==> src/rtl/priv_vector_csr_spec_if.sv <==
// Bus bundle for the vector CSR unit: CSR access port plus the vsetvl
// request/response handshake.
interface priv_vector_csr_spec_if #(
    parameter int XLEN = 32
);
    logic [11:0]     csr_addr;
    logic            csr_we;
    logic [XLEN-1:0] csr_wdata;
    logic [XLEN-1:0] csr_rdata;
    logic            csr_ack;
    logic            csr_invalid;

    logic            req_valid;
    logic            req_ready;
    logic [1:0]      req_mode;
    logic [XLEN-1:0] req_avl;
    logic [XLEN-1:0] req_vtype;
    logic            resp_valid;
    logic [XLEN-1:0] resp_vl;
    logic            resp_vill;

    modport master (
        output csr_addr, csr_we, csr_wdata, req_valid, req_mode, req_avl, req_vtype,
        input  csr_rdata, csr_ack, csr_invalid, req_ready, resp_valid, resp_vl, resp_vill
    );

    modport slave (
        input  csr_addr, csr_we, csr_wdata, req_valid, req_mode, req_avl, req_vtype,
        output csr_rdata, csr_ack, csr_invalid, req_ready, resp_valid, resp_vl, resp_vill
    );
endinterface

==> src/rtl/priv_vector_csr_spec.sv <==
// Vector CSR unit: vstart/vxsat/vxrm/vcsr/vl/vtype/vlenb with vsetvl execution
// and an in-order queue of speculative vl/vtype updates retired on commit.
module priv_vector_csr_spec #(
    parameter int XLEN  = 32,
    parameter int VLEN  = 128,
    parameter int ELEN  = 32,
    parameter int NSPEC = 2
) (
    input  logic                  CLK,
    input  logic                  nRST,
    priv_vector_csr_spec_if.slave bus,
    input  logic                  sat_set,
    input  logic                  commit,
    input  logic                  flush,
    input  logic                  vec_retire,
    output logic [XLEN-1:0]       spec_vl,
    output logic [XLEN-1:0]       spec_vtype,
    output logic [XLEN-1:0]       arch_vl,
    output logic [XLEN-1:0]       arch_vtype,
    output logic [XLEN-1:0]       vstart_o
);
    localparam int VW  = $clog2(VLEN) + 1;
    localparam int VSW = $clog2(VLEN);
    localparam int CW  = $clog2(NSPEC + 1);
    localparam logic [XLEN-1:0] VILL_VTYPE = {1'b1, {(XLEN-1){1'b0}}};

    logic [VSW-1:0]  vstart_q, vstart_d;
    logic            vxsat_q, vxsat_d;
    logic [1:0]      vxrm_q, vxrm_d;
    logic [XLEN-1:0] arch_vl_q, arch_vl_d;
    logic [XLEN-1:0] arch_vtype_q, arch_vtype_d;
    logic [XLEN-1:0] q_vl_q [NSPEC];
    logic [XLEN-1:0] q_vl_d [NSPEC];
    logic [XLEN-1:0] q_vtype_q [NSPEC];
    logic [XLEN-1:0] q_vtype_d [NSPEC];
    logic [CW-1:0]   count_q, count_d;
    logic            resp_valid_q;
    logic [XLEN-1:0] resp_vl_q;
    logic            resp_vill_q;

    logic            accept, do_commit;
    logic            new_vill;
    logic [XLEN-1:0] new_vl, new_vtype;
    logic [VW-1:0]   new_vlmax, spec_vlmax;
    logic            unused_bits;

    function automatic logic [VW-1:0] calc_vlmax(input logic [2:0] vsew, input logic [2:0] vlmul);
        logic [VW-1:0] base;
        logic [VW-1:0] res;
        base = VW'(VLEN) >> ({1'b0, vsew} + 4'd3);
        case (vlmul)
            3'b000, 3'b001, 3'b010, 3'b011: res = base << vlmul[1:0];
            3'b111:  res = base >> 1;
            3'b110:  res = base >> 2;
            3'b101:  res = base >> 3;
            default: res = '0;
        endcase
        return res;
    endfunction

    function automatic logic vtype_legal(input logic [XLEN-1:0] vt);
        int  sew;
        int  frac_shift;
        logic ok;
        sew        = 8 << vt[5:3];
        frac_shift = 4 - int'(vt[1:0]);
        ok = 1'b1;
        if (|vt[XLEN-2:8])       ok = 1'b0;
        if (vt[2:0] == 3'b100)   ok = 1'b0;
        if (sew > ELEN)          ok = 1'b0;
        // 101/110/111 are LMUL 1/8, 1/4, 1/2: SEW must fit in ELEN*LMUL
        if (vt[2] && (vt[1:0] != 2'b00) && (sew > (ELEN >> frac_shift))) ok = 1'b0;
        return ok;
    endfunction

    assign unused_bits = ^{bus.csr_wdata[XLEN-1:VSW], bus.req_vtype[XLEN-1]};

    assign bus.req_ready = (count_q < CW'(NSPEC));
    assign accept        = bus.req_valid && bus.req_ready && !flush;
    assign do_commit     = commit && (count_q != '0);

    always_comb begin
        spec_vl    = arch_vl_q;
        spec_vtype = arch_vtype_q;
        for (int i = 0; i < NSPEC; i++) begin
            if (count_q == CW'(i + 1)) begin
                spec_vl    = q_vl_q[i];
                spec_vtype = q_vtype_q[i];
            end
        end
    end

    always_comb begin
        new_vlmax  = calc_vlmax(bus.req_vtype[5:3], bus.req_vtype[2:0]);
        spec_vlmax = calc_vlmax(spec_vtype[5:3], spec_vtype[2:0]);
        new_vill   = !vtype_legal(bus.req_vtype);
        new_vl     = '0;
        case (bus.req_mode)
            2'b01: new_vl = XLEN'(new_vlmax);
            2'b10: begin
                // keeping vl is only meaningful if the SEW/LMUL ratio is preserved
                if (spec_vtype[XLEN-1] || (new_vlmax != spec_vlmax)) new_vill = 1'b1;
                else new_vl = spec_vl;
            end
            default: new_vl = (bus.req_avl < XLEN'(new_vlmax)) ? bus.req_avl : XLEN'(new_vlmax);
        endcase
        if (new_vill) new_vl = '0;
        new_vtype = new_vill ? VILL_VTYPE : {{(XLEN-8){1'b0}}, bus.req_vtype[7:0]};
    end

    always_comb begin
        q_vl_d       = q_vl_q;
        q_vtype_d    = q_vtype_q;
        count_d      = count_q;
        arch_vl_d    = arch_vl_q;
        arch_vtype_d = arch_vtype_q;
        if (do_commit) begin
            arch_vl_d    = q_vl_q[0];
            arch_vtype_d = q_vtype_q[0];
            for (int i = 0; i < NSPEC - 1; i++) begin
                q_vl_d[i]    = q_vl_q[i+1];
                q_vtype_d[i] = q_vtype_q[i+1];
            end
            count_d = count_q - CW'(1);
        end
        if (accept) begin
            for (int i = 0; i < NSPEC; i++) begin
                if (count_d == CW'(i)) begin
                    q_vl_d[i]    = new_vl;
                    q_vtype_d[i] = new_vtype;
                end
            end
            count_d = count_d + CW'(1);
        end
        if (flush) count_d = '0;
    end

    always_comb begin
        vstart_d = vstart_q;
        vxsat_d  = vxsat_q;
        vxrm_d   = vxrm_q;
        if (bus.csr_we) begin
            case (bus.csr_addr)
                12'h008: vstart_d = bus.csr_wdata[VSW-1:0];
                12'h009: vxsat_d  = bus.csr_wdata[0];
                12'h00A: vxrm_d   = bus.csr_wdata[1:0];
                12'h00F: begin
                    vxsat_d = bus.csr_wdata[0];
                    vxrm_d  = bus.csr_wdata[2:1];
                end
                default: ;
            endcase
        end
        vxsat_d = vxsat_d | sat_set;
        if (vec_retire) vstart_d = '0;
    end

    always_comb begin
        bus.csr_rdata = '0;
        bus.csr_ack   = 1'b1;
        case (bus.csr_addr)
            12'h008: bus.csr_rdata = XLEN'(vstart_q);
            12'h009: bus.csr_rdata = XLEN'(vxsat_q);
            12'h00A: bus.csr_rdata = XLEN'(vxrm_q);
            12'h00F: bus.csr_rdata = XLEN'({vxrm_q, vxsat_q});
            12'hC20: bus.csr_rdata = arch_vl_q;
            12'hC21: bus.csr_rdata = arch_vtype_q;
            12'hC22: bus.csr_rdata = XLEN'(VLEN / 8);
            default: bus.csr_ack   = 1'b0;
        endcase
    end

    assign bus.csr_invalid = bus.csr_we && (bus.csr_addr >= 12'hC20) && (bus.csr_addr <= 12'hC22);

    always_ff @(posedge CLK or negedge nRST) begin
        if (!nRST) begin
            vstart_q     <= '0;
            vxsat_q      <= 1'b0;
            vxrm_q       <= '0;
            arch_vl_q    <= '0;
            arch_vtype_q <= VILL_VTYPE;
            count_q      <= '0;
            resp_valid_q <= 1'b0;
            resp_vl_q    <= '0;
            resp_vill_q  <= 1'b0;
            for (int i = 0; i < NSPEC; i++) begin
                q_vl_q[i]    <= '0;
                q_vtype_q[i] <= '0;
            end
        end else begin
            vstart_q     <= vstart_d;
            vxsat_q      <= vxsat_d;
            vxrm_q       <= vxrm_d;
            arch_vl_q    <= arch_vl_d;
            arch_vtype_q <= arch_vtype_d;
            count_q      <= count_d;
            resp_valid_q <= accept;
            if (accept) begin
                resp_vl_q   <= new_vl;
                resp_vill_q <= new_vill;
            end
            q_vl_q    <= q_vl_d;
            q_vtype_q <= q_vtype_d;
        end
    end

    assign bus.resp_valid = resp_valid_q;
    assign bus.resp_vl    = resp_vl_q;
    assign bus.resp_vill  = resp_vill_q;
    assign arch_vl        = arch_vl_q;
    assign arch_vtype     = arch_vtype_q;
    assign vstart_o       = XLEN'(vstart_q);
endmodule

==> src/flat_wrapper.sv <==
// flat-port wrapper written by rule: the top's interface ports become plain ports
module priv_vector_csr_spec_flat 
#(
    parameter int XLEN  = 32,
    parameter int VLEN  = 128,
    parameter int ELEN  = 32,
    parameter int NSPEC = 2
)
  (CLK, nRST, sat_set, commit, flush, vec_retire, spec_vl, spec_vtype, arch_vl, arch_vtype, vstart_o, bus_csr_addr, bus_csr_we, bus_csr_wdata, bus_req_valid, bus_req_mode, bus_req_avl, bus_req_vtype, bus_csr_rdata, bus_csr_ack, bus_csr_invalid, bus_req_ready, bus_resp_valid, bus_resp_vl, bus_resp_vill);
  priv_vector_csr_spec_if #(.XLEN(XLEN)) bus_i ();
  input  logic CLK;
  input  logic nRST;
  input  logic sat_set;
  input  logic commit;
  input  logic flush;
  input  logic vec_retire;
  output logic [XLEN-1:0] spec_vl;
  output logic [XLEN-1:0] spec_vtype;
  output logic [XLEN-1:0] arch_vl;
  output logic [XLEN-1:0] arch_vtype;
  output logic [XLEN-1:0] vstart_o;
  input wire logic [$bits(bus_i.csr_addr)-1:0] bus_csr_addr;
  input wire logic [$bits(bus_i.csr_we)-1:0] bus_csr_we;
  input wire logic [$bits(bus_i.csr_wdata)-1:0] bus_csr_wdata;
  input wire logic [$bits(bus_i.req_valid)-1:0] bus_req_valid;
  input wire logic [$bits(bus_i.req_mode)-1:0] bus_req_mode;
  input wire logic [$bits(bus_i.req_avl)-1:0] bus_req_avl;
  input wire logic [$bits(bus_i.req_vtype)-1:0] bus_req_vtype;
  output wire logic [$bits(bus_i.csr_rdata)-1:0] bus_csr_rdata;
  output wire logic [$bits(bus_i.csr_ack)-1:0] bus_csr_ack;
  output wire logic [$bits(bus_i.csr_invalid)-1:0] bus_csr_invalid;
  output wire logic [$bits(bus_i.req_ready)-1:0] bus_req_ready;
  output wire logic [$bits(bus_i.resp_valid)-1:0] bus_resp_valid;
  output wire logic [$bits(bus_i.resp_vl)-1:0] bus_resp_vl;
  output wire logic [$bits(bus_i.resp_vill)-1:0] bus_resp_vill;
  assign bus_i.csr_addr = bus_csr_addr;
  assign bus_i.csr_we = bus_csr_we;
  assign bus_i.csr_wdata = bus_csr_wdata;
  assign bus_i.req_valid = bus_req_valid;
  assign bus_i.req_mode = bus_req_mode;
  assign bus_i.req_avl = bus_req_avl;
  assign bus_i.req_vtype = bus_req_vtype;
  assign bus_csr_rdata = bus_i.csr_rdata;
  assign bus_csr_ack = bus_i.csr_ack;
  assign bus_csr_invalid = bus_i.csr_invalid;
  assign bus_req_ready = bus_i.req_ready;
  assign bus_resp_valid = bus_i.resp_valid;
  assign bus_resp_vl = bus_i.resp_vl;
  assign bus_resp_vill = bus_i.resp_vill;
  priv_vector_csr_spec #(.XLEN(XLEN), .VLEN(VLEN), .ELEN(ELEN), .NSPEC(NSPEC)) u_core (.CLK(CLK), .nRST(nRST), .bus(bus_i), .sat_set(sat_set), .commit(commit), .flush(flush), .vec_retire(vec_retire), .spec_vl(spec_vl), .spec_vtype(spec_vtype), .arch_vl(arch_vl), .arch_vtype(arch_vtype), .vstart_o(vstart_o));
endmodule
==> config.mk <==
export PLATFORM = sky130hd
export DESIGN_NAME = priv_vector_csr_spec_flat
export DESIGN_NICKNAME = d
export VERILOG_FILES = /design/src/rtl/priv_vector_csr_spec_if.sv /design/src/rtl/priv_vector_csr_spec.sv /design/src/flat_wrapper.sv
export SDC_FILE = /design/constraint.sdc
export NUM_CORES = 1
export LEC_CHECK = 0
export ABC_AREA = 1
export CORE_MARGIN = 2
export CORE_UTILIZATION = 49
export DETAILED_ROUTE_END_ITERATION = 8
export PLACE_DENSITY = 0.81
export SLEW_MARGIN = 40
export SYNTH_ARGS = -nofsm -noshare
export SYNTH_HDL_FRONTEND = slang
export SYNTH_SLANG_ARGS = --single-unit
==> constraint.sdc <==
create_clock -name CLK -period 3.9 [get_ports CLK]
set_clock_uncertainty 0.15 [all_clocks]
set_input_delay 0.975 -clock CLK [delete_from_list [all_inputs] [get_ports CLK]]
set_output_delay 0.975 -clock CLK [all_outputs]
set_load 0.02 [all_outputs]
== Word-level counts from Yosys, hierarchy flattened ==
Index checks and enable logic that the tools add are counted.

* Output and inout bits: 229
* Input bits: 118
* Logic and storage cells: 119
* Bits in registers: 238

* Shifts and indexed selects: 6
* Equal/unequal tests: 26
* Reductions and logical operators: 26
* $lt $le $gt $ge: 6
* Multiplexer cells: 36
* Add/subtract/negate cells: 5
* Bitwise logic cells: 1

{| class="wikitable"
|+ Operator list
! cell !! number
|-
| $mux 32 || 14
|-
| $pmux 32 s7 || 1
|-
| $mux 64 || 2
|-
| $pmux 32 s2 || 1
|-
| $pmux 8 s4 || 2
|-
| $eq 12x4->1 const B || 4
|-
| $eq 12x12->1 const B || 3
|-
| $gt 32x32->1 || 1
|-
| $gt 32x7->1 const B || 1
|-
| $lt 32x8->1 || 1
|-
| $shl 4x3->32 const A || 1
|-
| $shr 6x32->32 const A || 1
|-
| $reduce_or 23->1 || 1
|-
| $eq 3x3->1 const B || 7
|-
| $mux 7 || 3
|-
| $shl 8x2->8 || 2
|-
| $shr 8x4->8 const A || 2
|-
| $eq 3x2->1 const B || 4
|-
| $ge 12x12->1 const B || 1
|-
| $le 12x12->1 const B || 1
|-
| $reduce_bool 2->1 || 5
|-
| $mux 1 || 9
|-
| $add 3x2->4 const B || 2
|-
| $ne 8x8->1 || 1
|-
| 19 further kinds || 36
|}

== Logic depth before layout (Yosys ltp) ==
Gate-level depths: netlist of the first run.

* Depth in word-level cells: 14
* Mapped depth: 23
* Depth with buffers taken out: 23

== Least setup slack after synthesis of the first run ==
Ideal clock, no wire load.

* Path type: input to output
* Start: input bus_csr_addr[8]
* End: output bus_csr_rdata[13]
* Data required time: 2.775 ns
* Path slack: 0.012 ns
* Path buffers: 1
* Arrival time: 2.763 ns
* Cell stages on the path: 9
* Cells stage by stage: nor2_1 -> inv_1 -> nor4_1 -> and3_1 -> nand2_1 -> nor3_2 -> inv_1 -> clkbuf_1 -> o21ai_0

* Word-level cells in the longest chain between the ends: 2
* Elaborated cells on any way between the ends: 8
* Classes of those cells: 7 x eq/ne; 1 x mux

{| class="wikitable"
|+ RTL lines
! item !! RTL line !! text
|-
| start, declared || flat_wrapper.sv:22 || <nowiki>input wire logic [$bits(bus_i.csr_addr)-1:0] bus_csr_addr;</nowiki>
|-
| $eq 12x12->1 or $eq 12x4->1 (tied branches) || priv_vector_csr_spec.sv:161 || <nowiki>case (bus.csr_addr)</nowiki>
|-
| $pmux 32 s7 * || priv_vector_csr_spec.sv:161 ||
|-
| end, declared || flat_wrapper.sv:29 || <nowiki>output wire logic [$bits(bus_i.csr_rdata)-1:0] bus_csr_rdata;</nowiki>
|}

Mark *: on every way between the ends. The rest lies on a longest branch, timed or not.

== Worst setup path after layout of the first run ==
* Start: input bus_csr_addr[7]
* End: output bus_csr_rdata[16]

Same word-level chain as after synthesis.

==> results of run 1 <==
## registers in the layout (all words and copies together) (netlist names)
name,flops
u_core.q_vl_q,64
u_core.q_vtype_q,41
u_core.arch_vl,32
u_core.arch_vtype,32
u_core.bus.resp_vl,32
u_core.vstart_q,7
u_core.count_q,2
u_core.vxrm_q,2
u_core.bus.resp_valid,1
u_core.bus.resp_vill,1
u_core.vxsat_q,1
## area by class of cell
cell class,count,area [sq um]
fill,2019,7690
multi-input combinational,1216,6090
sequential,215,5380
timing repair buffer,395,3930
inverter,190,747
clock buffer,32,671
tap,330,413
clock inverter,11,194
## power by group
| group | internal (mW) | switching [mW] |
|---|---|---|
| logic | 1.00 | 1.76 |
| registers | 2.33 | 0.0788 |
| clock network | 1.54 | 0.947 |
## cells in the mapped netlist (all sizes together) (2+ instances only)
library cell,n,area share [%]
dfrtp,214,43
nand2,600,18
nor2,64,2.3
clkbuf,65,2.0
conb,2,0.060
a22oi,2,0.12
ha,17,1.7
nand4,17,0.85
and2,8,0.40
nor4,12,0.60
a21oi,62,2.6
o21ai,237,9.7
buf,54,3.1
nand3,89,3.7
o211ai,30,1.8
a221oi,2,0.14
o2111ai,2,0.14
o21bai,2,0.15
nor3,4,0.20
and3,3,0.15
inv,189,5.7
o22ai,5,0.25
nor3b,24,2.4
## final timing paths
path,startpoint,end,cells past startpoint
min in group CLK,u_core.q_vl_q[41],u_core.arch_vl[9],2
min reg2reg,u_core.q_vl_q[41],u_core.arch_vl[9],2
max in group asynchronous,nRST,u_core.arch_vl[6],3
max,bus_csr_addr[7],bus_csr_rdata[16],10
min,nRST,u_core.arch_vtype[21],1
max reg2reg,u_core.count_q[0],u_core.q_vl_q[24],16
## kinds of logic (layout without fill, tap and decap cells)
| group | count (synthesis) | count (layout) |
|---|---|---|
| AO/OA/AOI/OAI | 348 | 348 |
| adder cells (fa/ha/maj) | 17 | 17 |
| XOR/XNOR | 1 | 1 |
| flip-flops | 215 | 215 |
| other | 2 | 26 |
| buffers and inverters | 309 | 628 |
| AND/OR/NAND/NOR | 824 | 824 |
## stage by stage
| step | hold WS, ns | power, mW | utilization (%) | TNS [ns] | instances |
|---|---|---|---|---|---|
| 5_1_grt | 0.196 | 7.99 | 69.4 | -0.0443 | 2389 |
| 3_3_place_gp | 0.312 | 5.08 | 64.2 | -18.82 | 2335 |
| 2_1_floorplan | 0.303 | 4.04 | - | 0 | 1740 |
| 4_1_cts | 0.334 | 7.62 | 67.9 | -0.0274 | 2386 |
| 3_5_place_dp | 0.318 | 5.12 | 64.2 | -23.26 | 2335 |
| 6_report | 0.183 | 7.66 | 69.4 | 0 | 2389 |
## critical path, cell delays in order
cell	delay, ns
clkdlybuf4s15_1	0.20
buf_6	0.13
nor4_4	0.23
and3_4	0.25
nand2_4	0.05
nor3_4	0.22
clkinv_4	0.16
buf_16	0.19
o21ai_1	0.15
buf_4	0.17
## routing by layer
layer	up-vias	wire length [um]
met5	-	13
met4	2	1260
li1	6147	-
met1	6158	18300
met2	655	19200
met3	93	3940
## timing repair
action                     in CTS  in global routing
pin swaps                      12                  7
setup buffers                   6                  2
setup endpoints to repair      58                 71
cloned                          2                  1
resized for setup             225                104
==> metrics.txt, run 1 <==
CP Data Arrival Time=2.75 ns; crit path kind=input port to output port; Async SR Flop Fraction=100%; Syn Inst Count=roughly 1700; HP Class=input port to asynchronous set/reset pin; Yosys warnings=0; mapped cell area=12500 sq um; setup ws final=between 0.02 and 0.03 ns; area delta synth->final=39.4%; IO Count=roughly 350; syn avg cell area=7.28 sq um; CTS tree=built; Worst-Skew Late Latency=~0.53 ns; Tmin final=approximately 3.9 ns; crit start category=input port; CTS Buffer Depth=3; met2 usage=47.9%; synth unique cells=53; relative slew slack=around half; number of global-route vias before repair=about 12000; HPWL Detailed=between 30000 and 40000 um; Post-synth EDFFs=0; post-layout instance area=17400 sq um; die width=approximately 160 um; CP required=2.77 ns; Slew Viols, Final=0; register area share after synthesis=between 40% and 50%; share of cells above drive strength 1=a little over an eighth; # clock sinks=approximately 220; layout net count=roughly 2200; Final period util=about 99%; top_reg_cell synth=dfrtp_1; Initial Utilization=49.8%; GR Util met1=between 40 and 50%; Post-Route WL=about 43000 um; number of antenna violations at the first check in global routing=1; WL/cell=~18 um; outcome=completed; Die H=roughly 160 um; drt pass-1 iters=6; gr busiest metal=met2; pin count of the biggest net entering global routing=134; GRT overflow=0; hold_buf cts=0; CORE AREA=~25000 sq um; XOR/XNOR Fraction of Synth Area=less than 1%; Max Cap Viol=0; aggregate global-route resource usage=a little under a third; placement row count=58; final setup fails=0; DR vias/cell=about 5.5; post-synthesis simple-gate area fraction=around 29%; H-tree depth=1; Hold Vio Cnt, Final=0; Initial DRC Count=between 1000 and 1500; first-pass GRT wire length=between 60000 and 70000 um; die area=roughly 27000 sq um; Remaining DRCs=0; # diodes=0; crit end category=output port; worst slew pin tran=~0.77 ns; P per Cell Area=439 nW/um^2; Synth Area in Adders=approximately 1.7%; Peak VDD IR=approximately 0.00034 V; post-synthesis compound-gate area fraction=15.3%; Crit Path Max Fanout=6; register-to-register setup slack=0.39 ns; worst setup slack after placement=-0.690 ns; fmax=258 MHz; most common cell after layout, fill and taps aside=nand2_1; vias=roughly 13000; gpl congestion=approximately 0.94; largest family of logic cells by synthesized area=simple AND/OR/NAND/NOR gates; CTS root buf=clkbuf_16; area of placed instances=approximately 16000 sq um; CTS buffer count=24; Leakage=between 8 and 9 nW; Synth Register Bits=around 220; Clock transition at path regs=approximately 0.060 ns; mux share of post-synthesis cell area=0%; antenna-violating nets left=0; most frequent cells in the layout=nand2_1 (587), clkdlybuf4s50_1 (226), dfrtp_1 (214); I/O Buffers=about 300; GR Util met3=about 6.0%
(Power assumes the default switching activity.)
==> run 2, diff against run 1 <==
--- a/config.mk
+++ b/config.mk
@@ -6,10 +6,13 @@
 export NUM_CORES = 1
 export LEC_CHECK = 0
 export ABC_AREA = 1
+export ABC_CLOCK_PERIOD_IN_PS = 3900
 export CORE_MARGIN = 2
 export CORE_UTILIZATION = 49
 export DETAILED_ROUTE_END_ITERATION = 8
+export GPL_TIMING_DRIVEN = 0
 export PLACE_DENSITY = 0.81
+export RECOVER_POWER = 100
 export SLEW_MARGIN = 40
 export SYNTH_ARGS = -nofsm -noshare
 export SYNTH_HDL_FRONTEND = slang
==> metrics.txt, run 2 (same netlist as run 1, synthesis figures left out) <==
fmax=between 200 and 300 MHz; I/O Buffers=294; crit end category=output port; gpl congestion=between 0.9 and 1; drt pass-1 iters=6; CTS root buf=clkbuf_16; Worst R2R End=u_core.q_vl_q[30]; pin count of the biggest net entering global routing=66; most frequent cells in the layout=nand2_1 (586), dfrtp_1 (214), o21ai_0 (180); Crit path max-delay family=buffers and inverters; post-layout instance area=roughly 17000 sq um; Die H=about 160 um; HPWL Detailed=approximately 34000 um; Slew Viols, Final=56; Tmin final=a little under 4 ns; worst path cell trace=inv_1 > ha_1 > buf_6 > inv_4 > buf_6 > clkbuf_8 > clkbuf_8 > clkbuf_4 > o21ai_0 > a21oi_1 > clkdlybuf4s15_2; register-to-register setup slack=just under 0.3 ns; # diodes=0; Hold Startpoint=u_core.q_vl_q[55]; first-pass GRT wire length=approximately 69000 um; Final period util=99.4%; IO Count=about 350; CTS buffer count=24; outcome=complete, but fails checks; hold_buf cts=0; Post-Route WL=between 40000 and 50000 um; aggregate global-route resource usage=between 30 and 40%; number of antenna violations at the first check in global routing=1; Initial Utilization=between 40% and 50%; FF-to-FF Start=u_core.count_q[0]; most common cell after layout, fill and taps aside=nand2_1; Worst path max stage delay=between 0.3 and 0.4 ns; antenna-violating nets left=0; worst setup slack after placement=-1.55 ns; Reg with most FFs=u_core.q_vl_q; Clock transition at path regs=approximately 0.06 ns; CTS tree=built; DR vias/cell=5.52; share of cells above drive strength 1=a little over an eighth; Max Cap Viol=1; number of flip-flops in the largest register=64; crit path kind=flip-flop to output port; layout net count=~2200; die width=164 um; CP Data Arrival Time=2.75 ns; Peak VDD IR=between 0.0002 and 0.0003 V; CTS Buffer Depth=3; Remaining DRCs=0; relative slew slack=-70.5%; Fill cells=2129; GRT overflow=0; WHS Path Cells=2; vias=between 10000 and 15000; Hold Vio Cnt, Final=0; HP Class=flip-flop to flip-flop; hold_ws=about 0.33 ns; crit start category=flip-flop; CP max stage cell=dfrtp_1; number of global-route vias before repair=roughly 13000; biggest regs=u_core.q_vl_q: 64 flops, u_core.q_vtype_q: 41 flops; Post-Layout Cell Count=2424; worst r2r path cells=20; Initial DRC Count=1595; WL/cell=18.4 um; worst slew pin tran=roughly 2.6 ns; CP required=around 2.8 ns; DP Cell Count=2367; Worst-Skew Late Latency=~0.53 ns; Final Util=67.7%; Crit Path Max Fanout=10; area of placed instances=between 15000 and 20000 sq um; placement row count=between 50 and 60; total negative slack=0 ns; P per Cell Area=roughly 430 nW/um^2; die area=26800 sq um; final setup fails=0; WP buf/inv=8; failing checks=capacitance limit, slew limit; area delta synth->final=36.0%; # clock sinks=215; H-tree depth=1; setup ws final=about 0.023 ns; hold path endpoint=u_core.arch_vl[23]; Leakage=8.44 nW; CORE AREA=around 25000 sq um; Overall Power=7.33 mW
==> run 2: worst max path at each step <==
stage,start,end,slack (ns),cells past startpoint
3_5_place_dp,bus_csr_addr[8],bus_csr_rdata[29],-1.55,11
2_1_floorplan,bus_csr_addr[8],bus_csr_rdata[13],0.01,9
3_3_place_gp,nRST,u_core.bus.resp_vl[3],-7.32,1
6_report,u_core.count_q[0],spec_vtype[14],0.02,11
4_1_cts,u_core.count_q[0],spec_vtype[18],0.002,11
5_1_grt,u_core.count_q[0],spec_vtype[16],-0.01,11
==> run 2: per-layer routing <==
| layer | vias to the layer above | part of all wire, % | track usage, % |
|---|---|---|---|
| li1 | 6211 | - | - |
| met1 | 6336 | 42 | 45.6 |
| met2 | 749 | 46 | 52.0 |
| met3 | 96 | 9.6 | 5.73 |
| met4 | 0 | 3.0 | 9.81 |
| met5 | - | 0 | 0 |
==> run 2: worst min-delay path: stages, from the launching register on <==
cell	delay, ns
dfrtp_1	0.34
nand2_1	0.05
o21ai_0	0.06
==> run 2: area by class of cell <==
cell class | instances | area, sq um | share of cell area, %
Multi-Input combinational cell | 1216 | 6060 | 35.7
Sequential cell | 215 | 5380 | 31.7
Timing Repair Buffer | 312 | 2920 | 17.2
Buffer | 118 | 736 | 4.33
Inverter | 190 | 718 | 4.22
Clock buffer | 36 | 697 | 4.10
Tap cell | 330 | 413 | 2.43
Clock inverter | 7 | 71.3 | 0.420
==> run 2: what timing repair did <==
action / 4_1_cts / 5_1_grt
gates resized for setup: 358 / 89
endpoints found under the setup margin: 169 / 114
gates cloned: 1 / 1
setup buffers: 5 / 8
pin swaps: 10 / 11
==> run 2: where the power goes <==
group	total [mW]	internal (mW)	switching (mW)
clock	2.24	1.31	0.939
combinational	2.68	0.860	1.82
sequential	2.41	2.33	0.0781
==> run 3, diff against run 2 <==
--- a/config.mk
+++ b/config.mk
@@ -6,7 +6,8 @@
 export NUM_CORES = 1
 export LEC_CHECK = 0
 export ABC_AREA = 1
-export ABC_CLOCK_PERIOD_IN_PS = 3900
+export ABC_CLOCK_PERIOD_IN_PS = 3800
+export CAP_MARGIN = 10
 export CORE_MARGIN = 2
 export CORE_UTILIZATION = 49
 export DETAILED_ROUTE_END_ITERATION = 8
==> constraint.sdc (replaced) <==
create_clock -name CLK -period 3.8 [get_ports CLK]
set_clock_uncertainty 0.15 [all_clocks]
set_input_delay 0.95 -clock CLK [delete_from_list [all_inputs] [get_ports CLK]]
set_output_delay 0.95 -clock CLK [all_outputs]
set_load 0.02 [all_outputs]
==> metrics.txt, run 3 (same netlist as run 1, synthesis figures left out) <==
HPWL Detailed=around 34000 um; Hold Vio Cnt, Final=0; Leakage=~8.4 nW; vias=about 13000; CTS buffer count=24; GRT overflow=0; cell with the most instances on the worst path=buf_4; setup ws final=between 0.06 and 0.07 ns; Remaining DRCs=0; antenna-violating nets left=0; I/O Buffers=about 290; area delta synth->final=36.1%; P per Cell Area=443 nW/um^2; number of global-route vias before repair=around 13000; aggregate global-route resource usage=between 30% and 40%; CTS root buf=clkbuf_16; crit end category=output port; worst path cell trace=clkdlybuf4s15_1 > nor2_1 > inv_2 > nor4_4 > and3_4 > buf_4 > buf_4 > nand3_1 > a211oi_2 > clkdlybuf4s15_2; Initial DRC Count=~1700; CP Data Arrival Time=between 2 and 3 ns; area of placed instances=around 16000 sq um; Crit path max-delay family=buffers and inverters; Max Cap Viol=1; Die H=164 um; Initial Utilization=49.8%; crit start category=input port; fmax=268 MHz; most common cell after layout, fill and taps aside=nand2_1; CP required=roughly 2.7 ns; number of flip-flops in the largest register=64; Peak VDD IR=between 0.0002 and 0.0003 V; Post-Route WL=44700 um; Slew Viols, Final=66; Reg with most FFs=u_core.q_vl_q; Crit Path Max Fanout=3; placement row count=between 50 and 60; layout net count=~2200; most frequent cells in the layout=nand2_1 (588), dfrtp_1 (214), o21ai_0 (184); # diodes=0; crit path kind=input port to output port; number of antenna violations at the first check in global routing=0; # clock sinks=215; CTS Buffer Depth=3; relative slew slack=-9.75%; biggest regs=u_core.q_vl_q: 64 flops, u_core.q_vtype_q: 41 flops; Post-Layout Cell Count=~2400; CP max stage cell=clkdlybuf4s15_2; IO Count=about 350; Worst-Skew Late Latency=around 0.52 ns; final setup fails=0; H-tree depth=1; Tmin final=3.73 ns; CTS tree=built; Clock transition at path regs=around 0.060 ns; DR vias/cell=roughly 5.5; share of cells above drive strength 1=roughly 14%; worst slew pin tran=approximately 1.6 ns; drt pass-1 iters=6; outcome=complete, but fails checks; worst setup slack after placement=-1.60 ns; Overall Power=~7.5 mW; Final Util=around two thirds; WP buf/inv=5; gpl congestion=roughly 0.98; die area=between 20000 and 30000 sq um; Final period util=98.3%; WL/cell=18.4 um; pin count of the biggest net entering global routing=between 60 and 70; post-layout instance area=~17000 sq um; die width=164 um; first-pass GRT wire length=just under 70000 um; DP Cell Count=around 2400; HP Class=input port to asynchronous set/reset pin; Worst path max stage delay=between 0.2 and 0.3 ns; CORE AREA=roughly 25000 sq um; failing checks=capacitance limit, slew limit
## run 3: repair_timing
item                       CTS  global route
pin swaps                   14            12
hold buffers                 0             0
gates cloned                 2             0
setup buffers                9            10
setup endpoints to repair  176           159
resized for setup          421            50
## run 3: final cells by class
class	count	area, sq um
buffer	118	748
clock buffer	36	697
clock inverter	7	71.3
fill	2136	8100
inverter	190	723
multi-input combinational	1216	6080
sequential	215	5380
tap	330	413
timing repair buffer	317	2890
## run 3: worst paths after layout
kind | start | end | slack, ns | cells after the start
worst max-delay path | bus_csr_addr[8] | bus_csr_invalid | 0.07 | 10
worst min-delay path | nRST | u_core.arch_vtype[20] | 0.18 | 1
worst max register to register | u_core.count_q[0] | u_core.q_vl_q[38] | 0.29 | 22
worst min register to register | u_core.q_vl_q[57] | u_core.arch_vl[25] | 0.33 | 2
max in group asynchronous | nRST | u_core.q_vl_q[4] | 0.49 | 4
min in group CLK | u_core.q_vl_q[57] | u_core.arch_vl[25] | 0.33 | 2
## run 3: stage by stage
stage | hold WS, ns | TNS [ns]
after global placement | 0.315 | -1707.41
after floorplan | 0.303 | -0.686
after global routing | 0.213 | -0.0989
final | 0.178 | 0
after detailed placement | 0.314 | -135.82
after CTS | 0.203 | 0
## run 3: power by group
group          leakage (nW)  switching [mW]  internal, mW  total (mW)
clock                 0.378           0.956          1.34        2.30
sequential             2.96          0.0798          2.39        2.47
combinational          5.08            1.87         0.894        2.77
total                  8.42            2.91          4.62        7.53
## run 3: metal layers
| layer | vias to the layer above | global-route usage [%] | wire length, um |
|---|---|---|---|
| met5 | - | 0 | 0 |
| met4 | 0 | 10.1 | 1360 |
| met3 | 90 | 5.58 | 4480 |
| met2 | 752 | 52.3 | 20300 |
| met1 | 6294 | 45.9 | 18600 |
| li1 | 6226 | - | - |
